$ cat src/rtl/hier_path_decoder.sv
// hier_path_decoder: rebuilds a serial child-index digit stream into a packed level-indexed path.
module hier_path_decoder #(
    parameter int LEVELS  = 10,
    parameter int FANOUT  = 5,
    parameter int DIGIT_W = 3,
    parameter int DEPTH_W = 4
) (
    input  logic                      clk,
    input  logic                      rst_n,
    input  logic                      in_valid,
    output logic                      in_ready,
    input  logic [DIGIT_W-1:0]        in_digit,
    input  logic                      in_last,
    output logic                      out_valid,
    input  logic                      out_ready,
    output logic [LEVELS*DIGIT_W-1:0] out_path,
    output logic [DEPTH_W-1:0]        out_depth,
    output logic                      out_err
);
    typedef enum logic {COLLECT, HOLD} state_t;
    state_t state, state_d;
    logic [DEPTH_W-1:0]        cnt, cnt_d;
    logic [LEVELS*DIGIT_W-1:0] path, path_d;
    logic                      err, err_d;
    always_ff @(posedge clk or negedge rst_n) begin
        if (!rst_n) begin
            state <= COLLECT;
            cnt   <= '0;
            path  <= '0;
            err   <= 1'b0;
        end else begin
            state <= state_d;
            cnt   <= cnt_d;
            path  <= path_d;
            err   <= err_d;
        end
    end
    // Overflow beats still count as accepted so the source never stalls on a malformed path.
    always_comb begin
        state_d = state;
        cnt_d   = cnt;
        path_d  = path;
        err_d   = err;
        if (state == COLLECT) begin
            if (in_valid) begin
                if (cnt < DEPTH_W'(LEVELS)) begin
                    for (int k = 0; k < LEVELS; k++)
                        if (cnt == DEPTH_W'(k)) path_d[k*DIGIT_W +: DIGIT_W] = in_digit;
                    cnt_d = cnt + 1'b1;
                end else begin
                    err_d = 1'b1;
                end
                if ({1'b0, in_digit} >= (DIGIT_W+1)'(FANOUT)) err_d = 1'b1;
                if (in_last) state_d = HOLD;
            end
        end else if (out_ready) begin
            state_d = COLLECT;
            cnt_d   = '0;
            path_d  = '0;
            err_d   = 1'b0;
        end
    end
    assign in_ready  = (state == COLLECT);
    assign out_valid = (state == HOLD);
    assign out_path  = path;
    assign out_depth = cnt;
    assign out_err   = err;
endmodule

$ cat config.mk
export PLATFORM = sky130hd
export DESIGN_NAME = hier_path_decoder
export DESIGN_NICKNAME = d
export VERILOG_FILES = /design/src/rtl/hier_path_decoder.sv
export SDC_FILE = /design/constraint.sdc
export NUM_CORES = 1
export LEC_CHECK = 0
export CORE_MARGIN = 4
export CORE_UTILIZATION = 43
export DETAILED_ROUTE_END_ITERATION = 16
export PLACE_DENSITY = 0.71
export SLEW_MARGIN = 20
export SYNTH_ARGS = -nofsm -noshare
export SYNTH_HDL_FRONTEND = slang
export SYNTH_SLANG_ARGS = --single-unit
$ cat constraint.sdc
create_clock -name clk -period 1.4 [get_ports clk]
set_input_delay 0.35 -clock clk [delete_from_list [all_inputs] [get_ports clk]]
set_output_delay 0.35 -clock clk [all_outputs]
set_load 0.01 [all_outputs]
==> run metrics <==
CP required=1.58 ns; CTS H-tree lvls=2; CTS root buffer=clkbuf_8; Hold Crit Class=in -> async; final worst-path cycle share=104.9%; Clock transition at path regs=0.07 ns; status=finished, violations left; clk sinks=36; Num CTS Buffers=5; Worst EP arrival=~1.7 ns; Int Pwr=2987 uW; die height=75.76 microns; FP Rows=24; Cell Area, Synth=1974 sq um; post-placement cell count=between 200 and 300; minimum clock period=roughly 1.5 ns; Synth area leader=dfrtp_1; Least-Margin Pin Slew=about 0.50 ns; failing checks=negative setup slack; hold bufs inserted after CTS=0; CTS tree=done; Buffers & Inverters on Critical Path=3; unrepaired setup endpoints after global routing=yes; chain of cells forming the critical path=buf_6 > buf_6 > nor4bb_2 > buf_4 > and2_4 > a21o_1; Area Growth Syn to Fin=58.68%; DR WL/cell=18.81 microns; die area=5740 sq um; Clock Latency Late Sink=0.29 ns; Max Clock Skew=0.008099 ns; pwr/cell area=1532 nW/um^2; Pre-antenna DRT Iters=4; critical path's largest stage delay=roughly 0.42 ns; top cells by area, synth=dfrtp_1, a221oi_1, a21o_1, inv_1, and2_1; Setup violations, final=20; switching share of power=37.75%; DRC=0; Final GP Congestion=0.8391; Max-slew headroom=66.20%; cell mode on critical path=buf_6; Slowest cell on crit path=dfrtp_2; Layout Nets=278; Max-cap violations=0; Vias/cell=5.765; HPWL Detailed=3392 microns; CTS max path bufs=2; register area share after synthesis=45.63%; Setup CP Type=reg -> reg; number of port buffers=44; first-pass GRT wire length=9128 microns; FF/Latch Area=904.6 sq um; # IOs=45; P_leak=0.001779 uW; Finished Core Util=70.98%; Pins Over Slew Limit=0; GRT Overall Usage=21.31%; sw power=1811 uW; setup total negative slack=-0.6008 ns; setup ws final=-0.06866 ns; Syn Inst Count=194; drt total wl=6000 microns; Fillers=288; DR iter-0 viols=121; Yosys Warn Count=0; share of layout cells above drive strength 1=42.70%; Synthesized Nets=roughly 210; Yosys cell types=26; Hold Fails Final Rpt=0; vias in the first global route=1,861; multi-input combinational cell area=roughly 1200 sq um; Starting Density=44.73%; final cell count without fillers=319; most common cell after layout, fill and taps aside=dlygate4sd2_1; die width=75.76 microns; initial antenna violation count=0; DR vias=1,839; crit end category=flop; Clock Power Share=16.1%; cell family with most CP delay=buffers and inverters; largest net degree at the start of global routing=37; gr ovfl total=0; Worst Path Max Fanout=8; Post-DRT Antenna Nets=0; VDD IR max=approximately 0.96 mV; area share of the largest cell type after synthesis=45.63%; Sequential Power Share=between 30% and 40%; Core Area=about 4400 sq um; startpoint types=flop; synthesis-stage register bit count=36; commonest non-fill, non-tap cells in the layout=dlygate4sd2_1, dfrtp_1, inv_1, a21o_1, a221oi_2; antenna diode count=0; Gate power share=a little over half; Max Clock Freq=0.6809 GHz; Mapped Avg Cell Area=10.18 sq um; Tot Pwr=4798 uW
-- cell families (layout without fill, tap and decap cells) --
group	after synthesis	count (layout)	synth area share, %
AO/OA/AOI/OAI	71	71	28.96
buffers and inverters	50	118	11.41
AND/OR/NAND/NOR	32	32	10.71
multiplexers	1	6	0.7602
adder cells (fa/ha/maj)	4	4	2.535
flip-flops	36	36	45.63
-- final timing paths --
kind / from / endpoint / slack [ns] / cells past startpoint
max: out_depth[3] / out_path[24] / -0.07 / 6
min: rst_n / out_depth[1] / 0.43 / 2
max reg2reg: out_depth[3] / out_path[24] / -0.07 / 6
min reg2reg: out_err / out_err / 0.53 / 1
max in group asynchronous: rst_n / out_depth[3] / 0.78 / 2
min in group clk: out_err / out_err / 0.53 / 1
-- cells in the mapped netlist (all sizes together) --
master / count
dfrtp: 36
inv: 33
a221oi: 31
a21o: 30
buf: 13
and2: 10
nor2b: 6
and3b: 4
clkbuf: 4
ha: 4
nand2: 4
nor3b: 4
o21ai: 3
a21oi: 2
and3: 2
a22o: 1
a31o: 1
a41o: 1
a41oi: 1
mux2: 1
nand4b: 1
nor4bb: 1
o21a: 1
-- power by group through the flow --
| stage | clock network, uW | registers [uW] | logic (uW) |
|---|---|---|---|
| global placement | 0 | 1520 | 1950 |
| CTS | 788 | 1480 | 2260 |
| finish | 774 | 1470 | 2550 |
| global route | 840 | 1510 | 2750 |
| detailed placement | 0 | 1520 | 1980 |
| floorplan | 0 | 1640 | 863 |
-- metal layers --
layer | global-route usage, % | vias up | wire (microns)
li1 | - | 857 | -
met1 | 28.26 | 897 | 2665
met2 | 33.75 | 76 | 2896
met3 | 6.069 | 9 | 352
met4 | 6.602 | 0 | 86
met5 | 0 | - | 0
-- area by class of cell --
| class | count | share of cell area, % |
|---|---|---|
| multi-input combinational | 113 | 39.82 |
| sequential | 36 | 28.87 |
| tap | 52 | 2.077 |
| inverter | 33 | 4.353 |
| clock buffer | 8 | 2.875 |
| timing repair buffer | 77 | 22.00 |
-- worst register-to-register path, cell delays in order, from the launching register on --
cell and delay (ns):
dfrtp_2 0.42, buf_6 0.15, buf_6 0.13, nor4bb_2 0.16, buf_4 0.17, and2_4 0.15
a21o_1 0.18
-- timing repair --
item                                    CTS  global route
resized for setup                       101            37
cloned                                    3             2
endpoints found under the setup margin   70            33
setup buffers                             3             4
pin swaps                                11            22
-- state kept, by name (all words and copies together), names as in the netlist --
register	cells
out_err	1
out_path	30
out_depth	4
out_valid	1
-- per-stage QoR --
step           setup slack (ns)  hold WS, ns  cell area (sq um)
4_1_cts                -0.05513       0.4320               2920
2_1_floorplan          0.001477      0.05441               1986
5_1_grt                 -0.1350       0.4414               3133
6_report               -0.06866       0.4292               3133
3_3_place_gp            -0.3890       0.5213               2597
3_5_place_dp            -0.4056       0.5108               2597
Power figures use the tool's default switching activity.
